<file path="src/rtl/fnd_scan_ctrl.sv">
// fnd_scan_ctrl
// Multiplexed N-digit 7-segment (FND) scan controller. Digits are scanned
// one slot at a time from a prescaled clock. New data is staged in a shadow
// register and only reaches the visible display register at a frame boundary,
// so a frame never mixes old and new digits. Leading-zero blanking, per-digit
// blink, decimal points and 8-level PWM brightness are supported.
//
// Ports
//   clk         system clock
//   rst         asynchronous active-high reset
//   load        one-cycle strobe capturing bcd_in/dp_in/blink_mask into shadow
//   bcd_in      digit codes, digit 0 (rightmost) in [3:0]
//   dp_in       decimal point enable per digit (1 = lit)
//   blink_mask  per-digit blink enable
//   blank_lz    suppress leading zeros
//   bright      brightness 0 (dimmest) .. 7 (full)
//   an          anode selects, active-low
//   seg         segments {g,f,e,d,c,b,a}, active-low
//   dp          decimal point, active-low
//   frame_done  one-cycle pulse at each frame start

module fnd_scan_ctrl #(
    parameter int NUM_DIGITS   = 4,
    parameter int SCAN_DIV     = 100000,
    parameter int BLINK_FRAMES = 64
) (
    input  logic                    clk,
    input  logic                    rst,
    input  logic                    load,
    input  logic [4*NUM_DIGITS-1:0] bcd_in,
    input  logic [NUM_DIGITS-1:0]   dp_in,
    input  logic [NUM_DIGITS-1:0]   blink_mask,
    input  logic                    blank_lz,
    input  logic [2:0]              bright,
    output logic [NUM_DIGITS-1:0]   an,
    output logic [6:0]              seg,
    output logic                    dp,
    output logic                    frame_done
);

    localparam int PW = $clog2(SCAN_DIV);
    localparam int SW = (NUM_DIGITS > 1) ? $clog2(NUM_DIGITS) : 1;
    localparam int FW = (BLINK_FRAMES > 1) ? $clog2(BLINK_FRAMES) : 1;
    localparam int SLOT8 = SCAN_DIV / 8;

    logic [PW-1:0]           pcnt_q, pcnt_d;
    logic [SW-1:0]           sel_q, sel_d;
    logic [FW-1:0]           fcnt_q, fcnt_d;
    logic                    blink_ph_q, blink_ph_d;

    logic [4*NUM_DIGITS-1:0] sh_bcd_q, sh_bcd_d;
    logic [NUM_DIGITS-1:0]   sh_dp_q, sh_dp_d;
    logic [NUM_DIGITS-1:0]   sh_blink_q, sh_blink_d;
    logic [4*NUM_DIGITS-1:0] dsp_bcd_q, dsp_bcd_d;
    logic [NUM_DIGITS-1:0]   dsp_dp_q, dsp_dp_d;
    logic [NUM_DIGITS-1:0]   dsp_blink_q, dsp_blink_d;

    logic [NUM_DIGITS-1:0]   an_q, an_d;
    logic [6:0]              seg_q, seg_d;
    logic                    dp_q, dp_d;
    logic                    frame_done_q, frame_done_d;

    logic                    tick;
    logic                    wrap;
    logic [NUM_DIGITS-1:0]   lz_blank;
    logic                    lz_run;
    logic [3:0]              cur_code;
    logic                    cur_dp;
    logic                    cur_blink;
    logic                    cur_lz;
    logic                    digit_off;
    logic [31:0]             on_limit;

    assign tick = (pcnt_q == PW'(SCAN_DIV - 1));
    assign wrap = tick && (sel_q == SW'(NUM_DIGITS - 1));

    // Scan timing: prescaler, digit select and the frame counter that
    // paces the blink phase.
    always_comb begin
        pcnt_d     = tick ? '0 : pcnt_q + PW'(1);
        sel_d      = sel_q;
        fcnt_d     = fcnt_q;
        blink_ph_d = blink_ph_q;
        if (tick) begin
            sel_d = (sel_q == SW'(NUM_DIGITS - 1)) ? '0 : sel_q + SW'(1);
        end
        if (wrap) begin
            if (fcnt_q == FW'(BLINK_FRAMES - 1)) begin
                fcnt_d     = '0;
                blink_ph_d = ~blink_ph_q;
            end else begin
                fcnt_d = fcnt_q + FW'(1);
            end
        end
    end

    // Shadow/display pair. The display only copies the shadow at the frame
    // wrap; a load on that same edge lands in the shadow and waits a frame.
    always_comb begin
        sh_bcd_d    = sh_bcd_q;
        sh_dp_d     = sh_dp_q;
        sh_blink_d  = sh_blink_q;
        dsp_bcd_d   = dsp_bcd_q;
        dsp_dp_d    = dsp_dp_q;
        dsp_blink_d = dsp_blink_q;
        if (load) begin
            sh_bcd_d   = bcd_in;
            sh_dp_d    = dp_in;
            sh_blink_d = blink_mask;
        end
        if (wrap) begin
            dsp_bcd_d   = sh_bcd_q;
            dsp_dp_d    = sh_dp_q;
            dsp_blink_d = sh_blink_q;
        end
    end

    // Leading-zero blanking walks down from the top digit; the first nonzero
    // code or lit decimal point ends the run. Digit 0 is never blanked.
    always_comb begin
        lz_blank = '0;
        lz_run   = blank_lz;
        for (int i = NUM_DIGITS - 1; i >= 1; i--) begin
            if (dsp_bcd_q[4*i +: 4] != 4'd0 || dsp_dp_q[i]) begin
                lz_run = 1'b0;
            end
            lz_blank[i] = lz_run;
        end
    end

    // Output stage: pick the current digit, decode it and gate the anode by
    // blanking and the PWM window inside the slot.
    always_comb begin
        cur_code  = 4'd0;
        cur_dp    = 1'b0;
        cur_blink = 1'b0;
        cur_lz    = 1'b0;
        for (int i = 0; i < NUM_DIGITS; i++) begin
            if (sel_q == SW'(i)) begin
                cur_code  = dsp_bcd_q[4*i +: 4];
                cur_dp    = dsp_dp_q[i];
                cur_blink = dsp_blink_q[i];
                cur_lz    = lz_blank[i];
            end
        end

        digit_off = cur_lz | (cur_blink & blink_ph_q);
        on_limit  = (32'(bright) + 32'd1) * 32'(SLOT8);

        an_d = '1;
        if (!digit_off && (32'(pcnt_q) < on_limit)) begin
            for (int i = 0; i < NUM_DIGITS; i++) begin
                if (sel_q == SW'(i)) begin
                    an_d[i] = 1'b0;
                end
            end
        end

        case (cur_code)
            4'h0:    seg_d = 7'b1000000;
            4'h1:    seg_d = 7'b1111001;
            4'h2:    seg_d = 7'b0100100;
            4'h3:    seg_d = 7'b0110000;
            4'h4:    seg_d = 7'b0011001;
            4'h5:    seg_d = 7'b0010010;
            4'h6:    seg_d = 7'b0000010;
            4'h7:    seg_d = 7'b1111000;
            4'h8:    seg_d = 7'b0000000;
            4'h9:    seg_d = 7'b0010000;
            4'hF:    seg_d = 7'b0111111;
            default: seg_d = 7'b1111111;
        endcase

        dp_d         = ~(cur_dp & ~(cur_blink & blink_ph_q));
        frame_done_d = wrap;
    end

    always_ff @(posedge clk or posedge rst) begin
        if (rst) begin
            pcnt_q       <= '0;
            sel_q        <= '0;
            fcnt_q       <= '0;
            blink_ph_q   <= 1'b0;
            sh_bcd_q     <= '0;
            sh_dp_q      <= '0;
            sh_blink_q   <= '0;
            dsp_bcd_q    <= '0;
            dsp_dp_q     <= '0;
            dsp_blink_q  <= '0;
            an_q         <= '1;
            seg_q        <= 7'b1111111;
            dp_q         <= 1'b1;
            frame_done_q <= 1'b0;
        end else begin
            pcnt_q       <= pcnt_d;
            sel_q        <= sel_d;
            fcnt_q       <= fcnt_d;
            blink_ph_q   <= blink_ph_d;
            sh_bcd_q     <= sh_bcd_d;
            sh_dp_q      <= sh_dp_d;
            sh_blink_q   <= sh_blink_d;
            dsp_bcd_q    <= dsp_bcd_d;
            dsp_dp_q     <= dsp_dp_d;
            dsp_blink_q  <= dsp_blink_d;
            an_q         <= an_d;
            seg_q        <= seg_d;
            dp_q         <= dp_d;
            frame_done_q <= frame_done_d;
        end
    end

    assign an         = an_q;
    assign seg        = seg_q;
    assign dp         = dp_q;
    assign frame_done = frame_done_q;

endmodule

</file>
<file path="config.mk">
export PLATFORM = sky130hd
export DESIGN_NAME = fnd_scan_ctrl
export DESIGN_NICKNAME = d
export VERILOG_FILES = /design/src/rtl/fnd_scan_ctrl.sv
export SDC_FILE = /design/constraint.sdc
export NUM_CORES = 1
export LEC_CHECK = 0
export BUFFER_PORTS_ARGS = -buffer_cell sky130_fd_sc_hd__buf_2
export CAP_MARGIN = 20
export CORE_MARGIN = 2
export CORE_UTILIZATION = 40
export CTS_CLUSTER_DIAMETER = 60
export DETAILED_ROUTE_END_ITERATION = 6
export GPL_TIMING_DRIVEN = 0
export MAX_ROUTING_LAYER = met4
export PLACE_DENSITY_LB_ADDON = 0.1
export SKIP_CTS_REPAIR_TIMING = 1
export SLEW_MARGIN = 20
export SYNTH_ARGS = -nofsm -noshare
export SYNTH_HDL_FRONTEND = slang
export SYNTH_SLANG_ARGS = --single-unit
export TNS_END_PERCENT = 50
</file>
<file path="constraint.sdc">
create_clock -name clk -period 3.8 [get_ports clk]
set_input_delay 0.76 -clock clk [delete_from_list [all_inputs] [get_ports clk]]
set_output_delay 0.76 -clock clk [all_outputs]
set_load 0.005 [all_outputs]
</file>
## Word level (Yosys, flattened, before mapping)

Memories as Yosys holds them, arrays and structs flattened. A register that Yosys moved wholly into a read port is not among the register bits.
Cells that the tools add are included.

| cells by class | value |
|---|---|
| add/subtract/negate cells | 4 |
| multiply operators | 1 |
| div/mod/pow operators | 0 |
| $lt $le $gt $ge | 1 |
| eq/ne operators | 5 |
| shifts and indexed selects | 0 |
| muxes and demuxes | 26 |
| bitwise gates (word level) | 6 |
| reductions and logical operators | 11 |

Operator list:

| kind | count |
|---|---|
| 4-bit 2-to-1 mux | 5 |
| 17-bit by 18-bit < comparator with 1-bit output | 1 |
| 1-bit 2-to-1 mux | 18 |
| 17-bit by 1-bit adder with 17-bit output (second input constant) | 1 |
| 17-bit equality test (second input constant) | 1 |
| 17-bit 2-to-1 mux | 1 |
| 4-bit by 12-bit multiplier with 16-bit output (second input constant) | 1 |
| 4-bit nonzero test | 3 |
| 6-bit by 1-bit adder with 6-bit output (second input constant) | 1 |
| 6-bit equality test (second input constant) | 1 |
| 6-bit 2-to-1 mux | 1 |
| 3-bit by 1-bit adder with 4-bit output (second input constant) | 1 |
| 2-bit equality test (second input constant) | 2 |
| 1-bit logical OR | 3 |
| 1-bit inverter | 3 |
| 2-bit by 1-bit adder with 2-bit output (second input constant) | 1 |
| 1-bit AND | 2 |
| 2-bit by 1-bit equality test with 1-bit output (second input constant) | 1 |
| 1-bit logical AND | 2 |
| 2-bit zero test | 1 |
| 2-bit 2-to-1 mux | 1 |
| 2-bit AND reduction | 1 |
| 1-bit zero test | 1 |
| 1-bit bitwise OR | 1 |

| word-level totals | value |
|---|---|
| bits in registers | 80 |
| latch bits | 0 |
| bits in writable memories | 0 |
| ROM bits | 112 |
| input port bits | 31 |
| logic and storage cells | 68 |
| memories | 1 |

Memories:

| name | words | width | read ports | clocked after memory_dff | wr ports | RTL line | source |
|---|---|---|---|---|---|---|---|
| (name not given) | 16 | 7 | 1 | 1 | 0 | 159 | `case (cur_code)` |

## Longest topological paths before layout

Gate-level depths: netlist (run 1).

| logic depth | value |
|---|---|
| depth after elaboration | 12 |
| gate-level depth with buffers | 19 |

## Least setup slack after synthesis (run 1)

No wires, ideal clock.

| timing | value |
|---|---|
| path type | input to register |
| from | input port bright[0] |
| to | register an_q[2] (netlist: an[2]) |
| data arrival time | 4.266 ns |
| data required time | 3.703 ns |
| path slack | -0.564 ns |
| stages on the path | 18 |
| buffers on the path | 0 |
| path through | inv_1 -> ha_1 -> ha_1 -> ha_1 -> ha_1 -> a21oi_1 -> o21ai_0 -> a21o_1 -> a21o_1 -> a22oi_1 -> xor2_1 -> ha_1 -> a21o_1 -> a21o_1 -> a41oi_1 -> o41ai_1 -> a32oi_1 -> nand3_1 |

| between the ends | value |
|---|---|
| longest elaborated chain between the ends | 5 |

RTL lines:

| what | RTL line | source |
|---|---|---|
| start, declared | 34 | `input logic [2:0] bright,` |
| 3-bit by 1-bit adder with 4-bit output | 148 | `on_limit = (32'(bright) + 32'd1) * 32'(SLOT8);` |
| 4-bit by 12-bit multiplier with 16-bit output | 148 |  |
| 17-bit by 18-bit < comparator with 1-bit output | 151 | `if (!digit_off && (32'(pcnt_q) < on_limit)) begin` |
| 1-bit logical AND | 151 |  |
| 4-bit 2-to-1 mux | 151 |  |
| named net an_d[2] | 58 | `logic [NUM_DIGITS-1:0] an_q, an_d;` |
| end signal, assigned | 205 | `an_q <= an_d;` |
| end, declared | 58 |  |

The timed path passes the listed nets, and every way through them passes these cells.
A chain may end at the register's enable or synchronous reset.

## Worst setup path after layout (run 1)

| timing | value |
|---|---|
| from | input port bright[0] |
| to | register an_q[0] (netlist: an[0]) |

Same word-level chain as after synthesis.

==> flow_summary.json, run 1 <==
{
  "antenna_cells": 0,
  "coreArea_mm2": 0.0114,
  "clk_path_buf_depth": 2,
  "setup_viol": 4,
  "dp_hpwl_mm": 7.17,
  "ant_nets": 0,
  "outcome": "finished with violations",
  "area_growth_pct": 21.1,
  "synth_area_leaders": "dfrtp_1 (40%), ha_1 (12%), dfstp_2 (6.8%), nand2_1 (6.8%), mux2_2 (5.8%)",
  "cp-start-kind": "input pin",
  "synth-edff-count": 0,
  "nets": 591,
  "drive_above_1_share_pct": 25.3,
  "yosysMostFrequentCell": "nand2_1",
  "setup_tns_ps": -1220,
  "port_buffers": 42,
  "dieWidth_um": 112,
  "hold_viol_final": 0,
  "io_pins": 44,
  "critPathKind": "in -> reg",
  "netlist_top_cells_count": "nand2_1 (84), dfrtp_1 (75), ha_1 (43)",
  "place.gp.congestion": 0.820,
  "antenna_found_initial": 0,
  "grt_max_degree": 59,
  "clk-insertion-delay-late_ps": 350,
  "instances_no_fill": 665,
  "die-height_um": 112,
  "slew_headroom_pct": 43.9,
  "num_vias": 3418,
  "grt_pass1_vias": 3398,
  "grt_util_met2_pct": 27.1,
  "drv_slew": 0,
  "yosysTopAreaCellShare_pct": 40.4,
  "holdWs_ps": 404,
  "cp-end-kind": "flip-flop",
  "crit_arrival_ps": 4370,
  "cp.required_ps": 4050,
  "place_inst": 639,
  "violations": "setup timing",
  "numCtsBuffers": 9,
  "r2r_cells": 9,
  "skew_ps": 7.07,
  "drc": 0,
  "drv_cap": 0,
  "grt_busiest_layer": "met2",
  "wl_mm": 9.76,
  "grtUsageMet1_pct": 20.7,
  "clkTransAtPathRegs_ps": 60,
  "cts_tree": "yes",
  "viasPerCell": 5.14,
  "ys_ff_latch": 87,
  "wl_per_cell_um": 14.7,
  "grt_pass1_wl_mm": 16.3,
  "fin_crit_ps": 4120,
  "grt_overflow": 0,
  "syn-cell-area_mm2": 0.00465,
  "regToRegSetupSlack_ps": 1250,
  "htreeDepth": 3,
  "cts_sinks": 87,
  "ys.flop_type": "dfrtp_1",
  "avgSynthCellArea_um2": 10.3,
  "die_area_mm2": 0.0125,
  "synthCells": 453,
  "cts_root_buf": "clkbuf_16",
  "drtIter0Drc": 149,
  "tightest_slew_ps": 834,
  "num_rows": 39,
  "period_share_pct": 108,
  "hold_class": "in -> async",
  "r2r-end": "seg[6]$_DFF_PP1_",
  "ys_types": 50,
  "rsz0062_at_grt": "true",
  "met3_usage_pct": 2.99,
  "power_density_mw_per_mm2": 388,
  "setup_slack_ps": -317,
  "synth.largest_area_cell": "dfrtp_1",
  "leakage_nw": 2.65,
  "crit_fanout": 4,
  "track_usage_pct": 17.0,
  "r2r-start": "sel_q[0]$_DFFE_PP0N_",
  "initial_core_util_pct": 40.9,
  "fmax_ghz": 0.243,
  "yosysSeqAreaShare_pct": 47.2,
  "drtPass1Iterations": 4,
  "synthArstFlopShare_pct": 100,
  "synth_nets": 527,
  "vdd_drop_max_mv": 0.228,
  "fillers": 1080,
  "synth_warnings": 0
}
[kinds of logic after synthesis]
logic type	share of synthesized area [%]
and+or+nand+nor	16.1
DFF	47.2
AOI/OAI and AO/OA	10.4
adders and majority gates	11.6
buffers and inverters	3.34
xor gates and xnor gates	5.65
muxes	5.82
[how the worst max path moves through the flow]
stage                   start              end  cells past startpoint
global route        bright[0]  an[3]$_DFF_PP1_                     19
detailed placement  bright[0]  an[2]$_DFF_PP1_                     19
floorplan           bright[0]  an[2]$_DFF_PP1_                     18
global placement    bright[0]  an[2]$_DFF_PP1_                     19
CTS                 bright[0]  an[2]$_DFF_PP1_                     19
finish              bright[0]  an[0]$_DFF_PP1_                     19
[flip-flops by register name (all words and copies together), names as in the netlist]
name	cells
an	4
blink_ph_q	1
dp	1
dsp_bcd_q	16
dsp_blink_q	4
dsp_dp_q	4
fcnt_q	6
frame_done	1
pcnt_q	17
seg	7
sel_q	2
sh_bcd_q	16
sh_blink_q	4
sh_dp_q	4
[final cells by class]
| type | instances | area (um2) | area share (%) |
|---|---|---|---|
| Multi-Input combinational cell | 329 | 2440 | 43.4 |
| Sequential cell | 87 | 2190 | 39.0 |
| Timing Repair Buffer | 53 | 328 | 5.83 |
| Clock buffer | 11 | 243 | 4.31 |
| Tap cell | 143 | 179 | 3.18 |
| Inverter | 22 | 88.8 | 1.58 |
| Clock inverter | 5 | 81.3 | 1.45 |
| Buffer | 15 | 72.6 | 1.29 |
[through the flow]
step                      total power, mW  worst slack [ps]  area [um2]  utilization, %
after floorplan                      1.15              -256        4730               -
after global placement               1.20             -1120        5120            45.0
after detailed placement             1.21             -1130        5150            45.3
after CTS                            2.19              -772        5470            48.1
after global routing                 2.27              -473        5630            49.5
final                                2.18              -317        5630            49.5
[layout by cell type (no fill, tap or decap), types with 3 or more instances in the layout]
cell type / n
xor2_1: 5
a31oi_1: 5
and3_1: 4
dfstp_2: 12
dfrtp_1: 75
buf_4: 14
ha_1: 36
ha_4: 5
o21ai_0: 13
a22oi_1: 4
nor4_1: 4
a21oi_1: 20
mux2_2: 24
nor2b_1: 4
nor3_1: 3
a21o_1: 6
nand3_1: 14
clkbuf_16: 9
buf_2: 42
xnor2_1: 23
inv_1: 20
nor2_1: 18
clkbuf_1: 11
nand2_1: 84
nand4_1: 8
a221o_1: 4
[report_power, final]
part	total, mW	switching [mW]	internal, mW	leakage, nW
combinational	0.251	0.125	0.126	1.39
clock	0.966	0.371	0.595	0.156
sequential	0.966	0.0137	0.953	1.10
[critical path, cell delays in order]
cell	delay (ps)
buf_12	80
clkinvlp_4	120
ha_4	280
ha_4	250
ha_4	240
ha_4	220
a21oi_2	160
o21ai_2	80
a21o_1	200
a21o_1	210
a22oi_2	140
xor2_1	170
ha_1	260
a21o_1	190
a21o_1	150
a41oi_2	170
o41ai_2	120
a32oi_2	380
nand3_1	160
[routing by layer]
layer / vias to the layer above / wire (um)
li1: 1715 / -
met2: 49 / 4730
met3: 22 / 316
met1: 1632 / 4420
met5: - / 0
met4: 0 / 295
No activity file was read; power rests on OpenSTA's default activity.
==> run 2: changes to the inputs <==
Settings changed: CTS_BUF_LIST set to sky130_fd_sc_hd__clkbuf_16.
==> flow_summary.json, run 2 (synthesis gave the netlist of run 1 again) <==
{
  "outcome": "finished with violations",
  "violations": "setup timing",
  "fillers": 1084,
  "slew_headroom_pct": 43.5,
  "r2r-start": "sel_q[0]$_DFFE_PP0N_",
  "grt_overflow": 0,
  "drv_cap": 0,
  "track_usage_pct": 16.9,
  "drv_slew": 0,
  "clk-insertion-delay-late_ps": 350,
  "area_growth_pct": 20.9,
  "power_mw": 2.16,
  "clkTransAtPathRegs_ps": 60,
  "top_register": "pcnt_q",
  "cts_sinks": 87,
  "cts_tree": "yes",
  "io_pins": 44,
  "rsz0062_at_grt": "true",
  "drtPass1Iterations": 4,
  "nets": 591,
  "num_rows": 39,
  "cp-start-kind": "input pin",
  "drive_above_1_share_pct": 25.1,
  "wl_mm": 9.77,
  "power_density_mw_per_mm2": 384,
  "skew_ps": 6.44,
  "r2r-end": "seg[6]$_DFF_PP1_",
  "r2r_cells": 9,
  "crit_fanout": 4,
  "largest_register_ff_count": 17,
  "critPathKind": "in -> reg",
  "drtIter0Drc": 132,
  "hold_class": "in -> async",
  "grt_max_degree": 59,
  "setup_slack_ps": -324,
  "vdd_drop_max_mv": 0.228,
  "cp.required_ps": 4050,
  "wl_per_cell_um": 14.7,
  "crit_arrival_ps": 4380,
  "antenna_found_initial": 0,
  "leakage_nw": 2.65,
  "layout_common_cells": "nand2_1 (84), dfrtp_1 (75), buf_2 (42)",
  "ant_nets": 0,
  "clk_path_buf_depth": 2,
  "coreArea_mm2": 0.0114,
  "initial_core_util_pct": 40.9,
  "cp-end-kind": "flip-flop",
  "port_buffers": 42,
  "tightest_slew_ps": 840,
  "layout_commonest_cell": "nand2_1",
  "htreeDepth": 3,
  "grt_pass1_wl_mm": 16.3,
  "setup_viol": 4,
  "place.gp.congestion": 0.820,
  "drc": 0,
  "setup_tns_ps": -1240,
  "reg.largest.list": "pcnt_q (17), dsp_bcd_q (16), sh_bcd_q (16)",
  "fmax_ghz": 0.242,
  "period_share_pct": 109,
  "num_vias": 3426,
  "viasPerCell": 5.15,
  "fin_crit_ps": 4120,
  "dieWidth_um": 112,
  "hold_viol_final": 0,
  "die_area_mm2": 0.0125,
  "numCtsBuffers": 9,
  "grt_pass1_vias": 3392,
  "cts_root_buf": "clkbuf_16",
  "antenna_cells": 0,
  "dp_hpwl_mm": 7.17,
  "regToRegSetupSlack_ps": 1250,
  "die-height_um": 112
}
-- run 2: changes by cell type in the layout (fill, tap and decap cells not counted), sizes merged --
cell    change
inv         +1
clkbuf      -2
clkinv      +1
-- run 2: worst max-delay path, cell delays in order --
cell and delay (ps):
buf_12 80, clkinvlp_4 120, ha_4 280, ha_4 250
ha_4 240, ha_4 220, a21oi_2 160, o21ai_2 80
a21o_1 200, a21o_1 210, a22oi_2 140, xor2_1 170
ha_1 260, a21o_1 190, a21o_1 150, a41oi_2 170
o41ai_2 120, a32oi_2 380, nand3_1 160
-- run 2: area by class of cell --
cell class | count | area (um2) | area share, %
plain buffers | 15 | 72.6 | 1.29
clock buffers | 9 | 225 | 4.01
clock inverters | 7 | 88.8 | 1.58
inverters | 22 | 88.8 | 1.58
multi-input cells | 329 | 2440 | 43.5
flip-flops and latches | 87 | 2190 | 39.0
well taps | 143 | 179 | 3.19
repair buffers | 53 | 328 | 5.84
-- run 2: worst max path at each step --
| stage | startpoint | end | slack, ps |
|---|---|---|---|
| 6_report | bright[0] | an[0]$_DFF_PP1_ | -320 |
| 3_5_place_dp | bright[0] | an[2]$_DFF_PP1_ | -1130 |
| 5_1_grt | bright[0] | an[3]$_DFF_PP1_ | -470 |
| 4_1_cts | bright[0] | an[2]$_DFF_PP1_ | -770 |
| 3_3_place_gp | bright[0] | an[2]$_DFF_PP1_ | -1120 |
| 2_1_floorplan | bright[0] | an[2]$_DFF_PP1_ | -260 |
-- run 2: stage by stage --
step	setup slack [ps]	utilization, %	std cells	hold WS [ps]	cell area (um2)
final	-324	49.4	665	404	5620
after global placement	-1120	45.0	638	456	5120
after global routing	-473	49.4	665	439	5620
after detailed placement	-1130	45.3	639	458	5150
after CTS	-772	48.0	655	413	5460
after floorplan	-256	-	453	439	4730
-- run 2: metal layers --
metal  track usage, %  share of wire [%]  vias to the layer above
li1                 -                  -                     1713
met1             20.7                 45                     1638
met2             27.0                 48                       53
met3             2.99                3.3                       22
met4             8.56                3.0                        0
met5                -                  0                        -
-- run 2: power by group --
part | total (mW) | switching, mW | internal, mW
logic | 0.251 | 0.125 | 0.126
registers | 0.966 | 0.0136 | 0.953
clock network | 0.941 | 0.369 | 0.572
total | 2.16 | 0.508 | 1.65
==> run 3: changes to the inputs <==
Settings changed: CORE_UTILIZATION 40 to 35.
==> flow_summary.json, run 3 (synthesis gave the netlist of run 1 again) <==
{
  "power_mw": 2.24,
  "grt_max_degree": 60,
  "dp_slack_ps": -1110,
  "cp.required_ps": 4040,
  "grt_overflow": 0,
  "period_share_pct": 107,
  "critical_path.max_stage_delay_ps": 340,
  "ant_nets": 0,
  "grt_pass1_wl_mm": 16.3,
  "drtPass1Iterations": 4,
  "r2r_cells": 10,
  "layout_common_cells": "nand2_1 (84), dfrtp_1 (75), buf_2 (42)",
  "wl_mm": 9.95,
  "dieWidth_um": 119,
  "cts_tree": "yes",
  "dp_hpwl_mm": 7.37,
  "place_inst": 672,
  "hold_class": "in -> async",
  "drv_slew": 0,
  "crit_start": "bright[1]",
  "cp-start-kind": "input pin",
  "viasPerCell": 4.91,
  "tightest_slew_ps": 833,
  "regToRegSetupSlack_ps": 1230,
  "cpMostUsedCell": "ha_1",
  "reg.largest.list": "pcnt_q (17), dsp_bcd_q (16), sh_bcd_q (16)",
  "cts_root_buf": "clkbuf_16",
  "power_density_mw_per_mm2": 394,
  "hold_viol_final": 0,
  "track_usage_pct": 15.1,
  "skew_ps": 6.84,
  "area_growth_pct": 22.1,
  "cts_sinks": 87,
  "layout_commonest_cell": "nand2_1",
  "initial_core_util_pct": 35.5,
  "drv_cap": 0,
  "drive_above_1_share_pct": 24.5,
  "num_rows": 42,
  "leakage_nw": 2.66,
  "cpMaxStageDelayCell": "a32oi_2",
  "vdd_drop_max_mv": 0.228,
  "slew_headroom_pct": 44.0,
  "critPathKind": "in -> reg",
  "final_util_pct": 43.4,
  "outcome": "finished with violations",
  "fmax_ghz": 0.246,
  "r2r-start": "sel_q[0]$_DFFE_PP0N_",
  "port_buffers": 42,
  "cp-end-kind": "flip-flop",
  "num_vias": 3425,
  "io_pins": 44,
  "r2r-end": "seg[3]$_DFF_PP1_",
  "antenna_found_initial": 0,
  "antenna_cells": 0,
  "numCtsBuffers": 9,
  "fin_crit_ps": 4060,
  "clk_path_buf_depth": 2,
  "place.gp.congestion": 0.750,
  "setup_slack_ps": -259,
  "die-height_um": 119,
  "nets": 591,
  "largest_register_ff_count": 17,
  "violations": "setup timing",
  "drtIter0Drc": 128,
  "instances_no_fill": 698,
  "top_register": "pcnt_q",
  "design_area_mm2": 0.00567,
  "place_area_mm2": 0.00519,
  "path_cells": "buf_2, ha_1, xnor2_4, inv_1, ha_1, ha_4, ha_1, a21o_1, a21o_1, buf_4, xnor2_1, ha_1, a211oi_1, o221ai_1, a41oi_2, o41ai_2, a32oi_2, nand3_1",
  "clk-insertion-delay-late_ps": 340,
  "crit_arrival_ps": 4300,
  "crit_fanout": 6,
  "htreeDepth": 3,
  "coreArea_mm2": 0.0131,
  "die_area_mm2": 0.0142,
  "setup_viol": 4,
  "wl_per_cell_um": 14.3,
  "clkTransAtPathRegs_ps": 60,
  "grt_pass1_vias": 3314,
  "drc": 0,
  "rsz0062_at_grt": "true"
}
[run 3: final cells by class]
cell class	count	area, um2
sequential	87	2190
buffer	15	72.6
inverter	22	88.8
multi-input combinational	329	2430
clock buffer	9	225
tap	176	220
timing repair buffer	53	328
clock inverter	7	116
fill	1248	7410
[run 3: worst max path at each step]
stage,endpoint,depth (start not counted)
5_1_grt,an[3]$_DFF_PP1_,18
6_report,an[3]$_DFF_PP1_,18
3_5_place_dp,an[2]$_DFF_PP1_,19
4_1_cts,an[2]$_DFF_PP1_,19
3_3_place_gp,an[2]$_DFF_PP1_,19
2_1_floorplan,an[2]$_DFF_PP1_,18
[run 3: per-layer routing]
layer,vias up,global-route usage [%],part of all wire (%)
li1,1709,-,-
met1,1662,19.1,48
met2,48,23.6,48
met4,0,5.58,1.0
met5,-,-,0
met3,6,3.54,3.1
[run 3: critical path, delay by kind of cell]
kind	cells	cell delay, ps
AO/OA/AOI/OAI	7	1400
XOR/XNOR	2	280
adder cells (fa/ha/maj)	5	1340
buffers and inverters	3	360
AND/OR/NAND/NOR	1	140
[run 3: through the flow]
stage                     hold slack, ps  setup TNS (ps)
final                                406           -1030
after global routing                 429           -1880
after CTS                            416           -2970
after detailed placement             462           -4450
after global placement               455          -22230
after floorplan                      439           -1010
[run 3: power breakdown]
| part | switching, mW | internal, mW | total (mW) | leakage (nW) |
|---|---|---|---|---|
| clock | 0.374 | 0.644 | 1.02 | 0.168 |
| combinational | 0.125 | 0.127 | 0.252 | 1.39 |
| sequential | 0.0137 | 0.953 | 0.966 | 1.10 |
